**config.mk**
```make
export PLATFORM = sky130hd
export DESIGN_NAME = instruction_fetch
export DESIGN_NICKNAME = d
export VERILOG_FILES = /design/src/rtl/instruction_fetch.sv
export SDC_FILE = /design/constraint.sdc
export NUM_CORES = 1
export LEC_CHECK = 0
export CORE_ASPECT_RATIO = 0.6
export CORE_UTILIZATION = 48
export CTS_CLUSTER_DIAMETER = 120
export DETAILED_ROUTE_END_ITERATION = 16
export HOLD_SLACK_MARGIN = 0.08
export PLACE_DENSITY = 0.68
export SYNTH_ARGS = -nofsm -noshare
export SYNTH_HDL_FRONTEND = slang
export SYNTH_SLANG_ARGS = --single-unit
```
**constraint.sdc**
```tcl
create_clock -name Clk -period 9.65 [get_ports Clk]
set_input_delay 1.4475 -clock Clk [delete_from_list [all_inputs] [get_ports Clk]]
set_output_delay 1.4475 -clock Clk [all_outputs]
set_load 0.01 [all_outputs]
```
**src/rtl/instruction_fetch.sv**
```systemverilog
// Fetch stage: owns the program counter, issues one-cycle-latency reads to the
// program memory and buffers returned words in a 3-entry prefetch queue that
// feeds the decoder over a valid/ready handshake.
module instruction_fetch #(
   parameter int INS_W = 13,
   parameter int PC_W  = 8
) (
   input  logic             Clk,
   input  logic             nRst,
   output logic [PC_W-1:0]  PM_Addr,
   output logic             PM_RdEn,
   input  logic [INS_W-1:0] PM_Data,
   output logic [INS_W-1:0] Ins,
   output logic [PC_W-1:0]  InsPC,
   output logic             InsValid,
   input  logic             InsReady,
   input  logic             JmpEn,
   input  logic [PC_W-1:0]  JmpAddr,
   input  logic             Halt
);

   typedef enum logic [1:0] {
      ST_RESET,
      ST_RUN,
      ST_HALT
   } state_t;

   state_t           state;
   state_t           state_next;
   logic [PC_W-1:0]  fpc;
   logic [PC_W-1:0]  issue_pc;
   logic             in_flight;
   logic             squash;
   logic [1:0]       count;
   logic [1:0]       head;
   logic [1:0]       tail;
   logic [INS_W-1:0] q_ins [3];
   logic [PC_W-1:0]  q_pc  [3];
   logic             issue;
   logic             push;
   logic             pop;

   function automatic logic [1:0] wrap_inc(input logic [1:0] p);
      return (p == 2'd2) ? 2'd0 : p + 2'd1;
   endfunction

   // Fetch control state register
   always_ff @(posedge Clk or negedge nRst) begin
      if (!nRst) state <= ST_RESET;
      else       state <= state_next;
   end

   // Next-state logic: leave reset immediately, follow the Halt level afterwards
   always_comb begin
      state_next = state;
      case (state)
         ST_RESET: state_next = ST_RUN;
         ST_RUN:   state_next = Halt ? ST_HALT : ST_RUN;
         ST_HALT:  state_next = Halt ? ST_HALT : ST_RUN;
         default:  state_next = ST_RESET;
      endcase
   end

   // Issue only when the queue plus the outstanding read leaves room for the return
   always_comb begin
      issue = (state == ST_RUN) && !Halt && !JmpEn &&
              (({1'b0, count} + {2'b00, in_flight}) < 3'd3);
      push  = in_flight && !squash;
      pop   = InsValid && InsReady;
   end

   // Fetch pointer, outstanding-read tracking and squash of reads issued alongside a redirect
   always_ff @(posedge Clk or negedge nRst) begin
      if (!nRst) begin
         fpc       <= '0;
         issue_pc  <= '0;
         in_flight <= 1'b0;
         squash    <= 1'b0;
      end else begin
         in_flight <= issue;
         if (issue) issue_pc <= fpc;
         if (JmpEn) begin
            fpc    <= JmpAddr;
            squash <= issue;
         end else begin
            if (issue) fpc <= fpc + 1'b1;
            if (squash && in_flight) squash <= 1'b0;
         end
      end
   end

   // Queue occupancy and pointers; a redirect flushes everything
   always_ff @(posedge Clk or negedge nRst) begin
      if (!nRst) begin
         count <= '0;
         head  <= '0;
         tail  <= '0;
      end else if (JmpEn) begin
         count <= '0;
         head  <= '0;
         tail  <= '0;
      end else begin
         if (push) tail <= wrap_inc(tail);
         if (pop)  head <= wrap_inc(head);
         case ({push, pop})
            2'b10:   count <= count + 2'd1;
            2'b01:   count <= count - 2'd1;
            default: count <= count;
         endcase
      end
   end

   // Queue storage; stale entries are never visible because the outputs are masked by count
   always_ff @(posedge Clk) begin
      if (push && !JmpEn) begin
         q_ins[tail] <= PM_Data;
         q_pc[tail]  <= issue_pc;
      end
   end

   // Decoder-facing outputs, zeroed whenever the queue is empty
   always_comb begin
      InsValid = (count != 2'd0);
      Ins      = InsValid ? q_ins[head] : '0;
      InsPC    = InsValid ? q_pc[head]  : '0;
      PM_Addr  = fpc;
      PM_RdEn  = issue;
   end

endmodule
```
==> impl_metrics.csv <==
group,metric,value,unit
layout,final_cell_mix,"edfxtp_1, clkdlybuf4s50_1, nor2_1",
route,drtAntennaViolNets,0,
die,rows,24,
global_route,grt_pass1_vias,2259,
hold_path,hp-class,"register to register",
sta,worstMarginPinSlew,1.01,ns
sta,setup_tns,0,ns
setup_path,required,8.20,ns
clocking,cts_buffers,9,
layout,diodes,0,
route,dr.pass1.iters,4,
sta,fmax,0.199,GHz
logic_synthesis,synth_cell_types,31,
route,viasPerCell,5.02,
logic_synthesis,synth.cell_area,0.00375,sq mm
clocking,clk_pin_slew,0.06,ns
setup_path,crit_arrival,3.57,ns
global_route,grt_max_degree,46,
setup_path,worstSetupStartpointType,"input pin",
die,start_util,50.5,%
setup_path,cp_common_cell,"clkdlybuf4s50_1",
global_route,antenna_found_initial,0,
pwr,leakage,1.71,nW
pwr,ir_drop,0.118,mV
global_route,grt_first_pass_wirelength,11100,microns
sta,finalClockSkew,0.00600,ns
route,drtIter0Drc,113,
die,dieArea,0.00818,sq mm
clocking,cts_root_buffer,"clkbuf_16",
route,wire_per_inst,14.9,microns
placed_design,port_buffers,56,
clocking,htreeDepth,3,
setup_path,slowest_stage,"or3_4",
die,die_h,70.4,microns
global_route,grt-ovfl-total,0,
clocking,cts_setup_buffers,0,
setup_path,critPathMaxFanout,12,
clocking,clkSinkCount,89,
clocking,cts_tree,"built",
die,core,0.00742,sq mm
layout,area_growth,25.7,%
logic_synthesis,ys_warn_count,0,
sta,period_minus_slack,5.02,ns
route,drc,0,
route,wl,6730,microns
run_status,status,"finished clean",
clocking,cts-resized-gates,0,
layout,n_fill_cell,581,
sta,grt_setup_unrepaired,"false",
route,vias,2266,
die,die_w,116,microns
sta,finalHoldViolCount,0,
clocking,clk_latency,0.33,ns
layout,drive_above_1_share,10.1,%
layout,final_common_cell,"edfxtp_1",
placed_design,dp_hpwl,4310,microns
pwr,power_density,205,mW/mm^2
setup_path,crit_family,"buffers and inverters",
clocking,cts_buffer_depth,2,
logic_synthesis,ys_ff_latch,89,
setup_path,critPathCaptureType,"output pin",
logic_synthesis,synthCells,285,
setup_path,crit_buf_inv,3,
sta,final_max_slew_viol_count,0,
layout,final_util,63.5,%
clocking,ctsHoldBuffers,0,
setup_path,slowest_delay,0.53,ns
layout,nNetsFinal,374,
flow_run,cap_viol_max_count,0,
sta,setup_viol,0,
setup_path,path_cells,"clkdlybuf4s50_1 > or3b_1 > or3_4 > inv_1 > clkdlybuf4s50_1",
sta,finalCritPeriodShare,52.0,%
logic_synthesis,synth_fp_nets,317,
die,ioPinCount,57,
logic_synthesis,postSynthAreaPerCell,13.1,sq um
global_route,grt_usage,18.2,%
setup_path,critical_path_class,"input pin to output pin",
placed_design,gp_congestion,0.743,
logic_synthesis,ys_seq_area_share,67.8,%
sta,slew_headroom,32.5,%
==> cells in the mapped netlist <==
master	count	share of area [%]
or3_4	1	0.30
mux2i_1	22	5.9
nand2b_1	2	0.33
nor3_1	4	0.53
xnor2_1	6	1.4
nor4b_1	2	0.47
dfrtp_1	26	17
nor2b_1	3	0.50
inv_1	5	0.50
o21ai_0	10	1.3
nand3b_1	1	0.20
ha_1	6	2.0
edfxtp_1	63	50
buf_1	2	0.20
nor2_1	50	5.0
o21ai_1	1	0.13
a21oi_1	29	3.9
xor2_1	1	0.23
or3b_1	1	0.23
mux2_4	8	3.2
a211o_1	1	0.23
nand4_1	1	0.17
clkbuf_1	12	1.2
nand3_1	3	0.40
a311o_1	1	0.27
nor3b_1	3	0.60
buf_2	1	0.13
nand2_1	12	1.2
buf_6	2	0.60
and2_1	2	0.33
nor4_1	4	0.67
==> stage by stage <==
step	setup WS (ns)	instance area, sq um	std cells	hold slack, ns	power, mW
after floorplan	5.24	3750	285	0.451	0.590
after global placement	4.67	4430	435	0.481	0.651
after detailed placement	4.64	4430	435	0.491	0.656
after CTS	4.63	4710	451	0.500	0.977
after global routing	4.54	4710	451	0.527	1.01
final	4.63	4710	451	0.498	0.967
==> sequential cells by signal, summed over array words and instances (netlist names) <==
name / flops
q_ins: 39
q_pc: 24
PM_Addr: 8
issue_pc: 8
count: 2
head: 2
state: 2
tail: 2
in_flight: 1
squash: 1
==> cell type report <==
class	instances	area (sq um)	area share, %
timing repair buffer	63	613	13.0
inverter	5	18.8	0.398
clock inverter	6	50.0	1.06
tap	104	130	2.76
clock buffer	10	229	4.86
sequential	89	2540	54.0
multi-input combinational	174	1130	23.9
==> final timing paths <==
| path | startpoint | endpoint | slack, ns | cells past startpoint |
|---|---|---|---|---|
| min in group asynchronous | nRst | PM_Addr[4] | 1.48 | 2 |
| max in group asynchronous | nRst | state[1] | 7.91 | 2 |
| min reg2reg | in_flight | squash | 0.50 | 1 |
| max reg2reg | count[0] | PM_Addr[6] | 7.26 | 6 |
| min | in_flight | squash | 0.50 | 1 |
| max | Halt | PM_RdEn | 4.63 | 5 |
==> power by group <==
part           internal (mW)  switching, mW
combinational         0.0842         0.0672
clock                  0.178          0.142
sequential             0.459         0.0366
total                  0.721          0.246
==> cell families (layout without fill, tap and decap cells) <==
group	after synthesis	after routing	share of synthesized area [%]
xor gates and xnor gates	7	7	1.64
and+or+nand+nor	89	89	11.0
DFF	89	89	67.8
buffers and inverters	22	84	2.64
adders and majority gates	6	6	2.00
muxes	30	30	9.08
AOI/OAI and AO/OA	42	42	5.84
==> worst register-to-register path, cell delays in order (launching register included) <==
cell and delay [ns]:
dfrtp_1 0.46, ha_1 0.22, ha_1 0.17, or3b_1 0.48, or3_4 0.53, nor4_1 0.33, a211o_1 0.14
==> metal layers <==
metal | up-vias | wire length (microns) | global-route usage, %
li1 | 1127 | - | -
met1 | 1085 | 3430 | 26.3
met2 | 49 | 2980 | 27.1
met3 | 5 | 271 | 5.56
met4 | 0 | 45 | 4.27
met5 | - | 0 | 0
No activity file was read; power rests on OpenSTA's default activity.
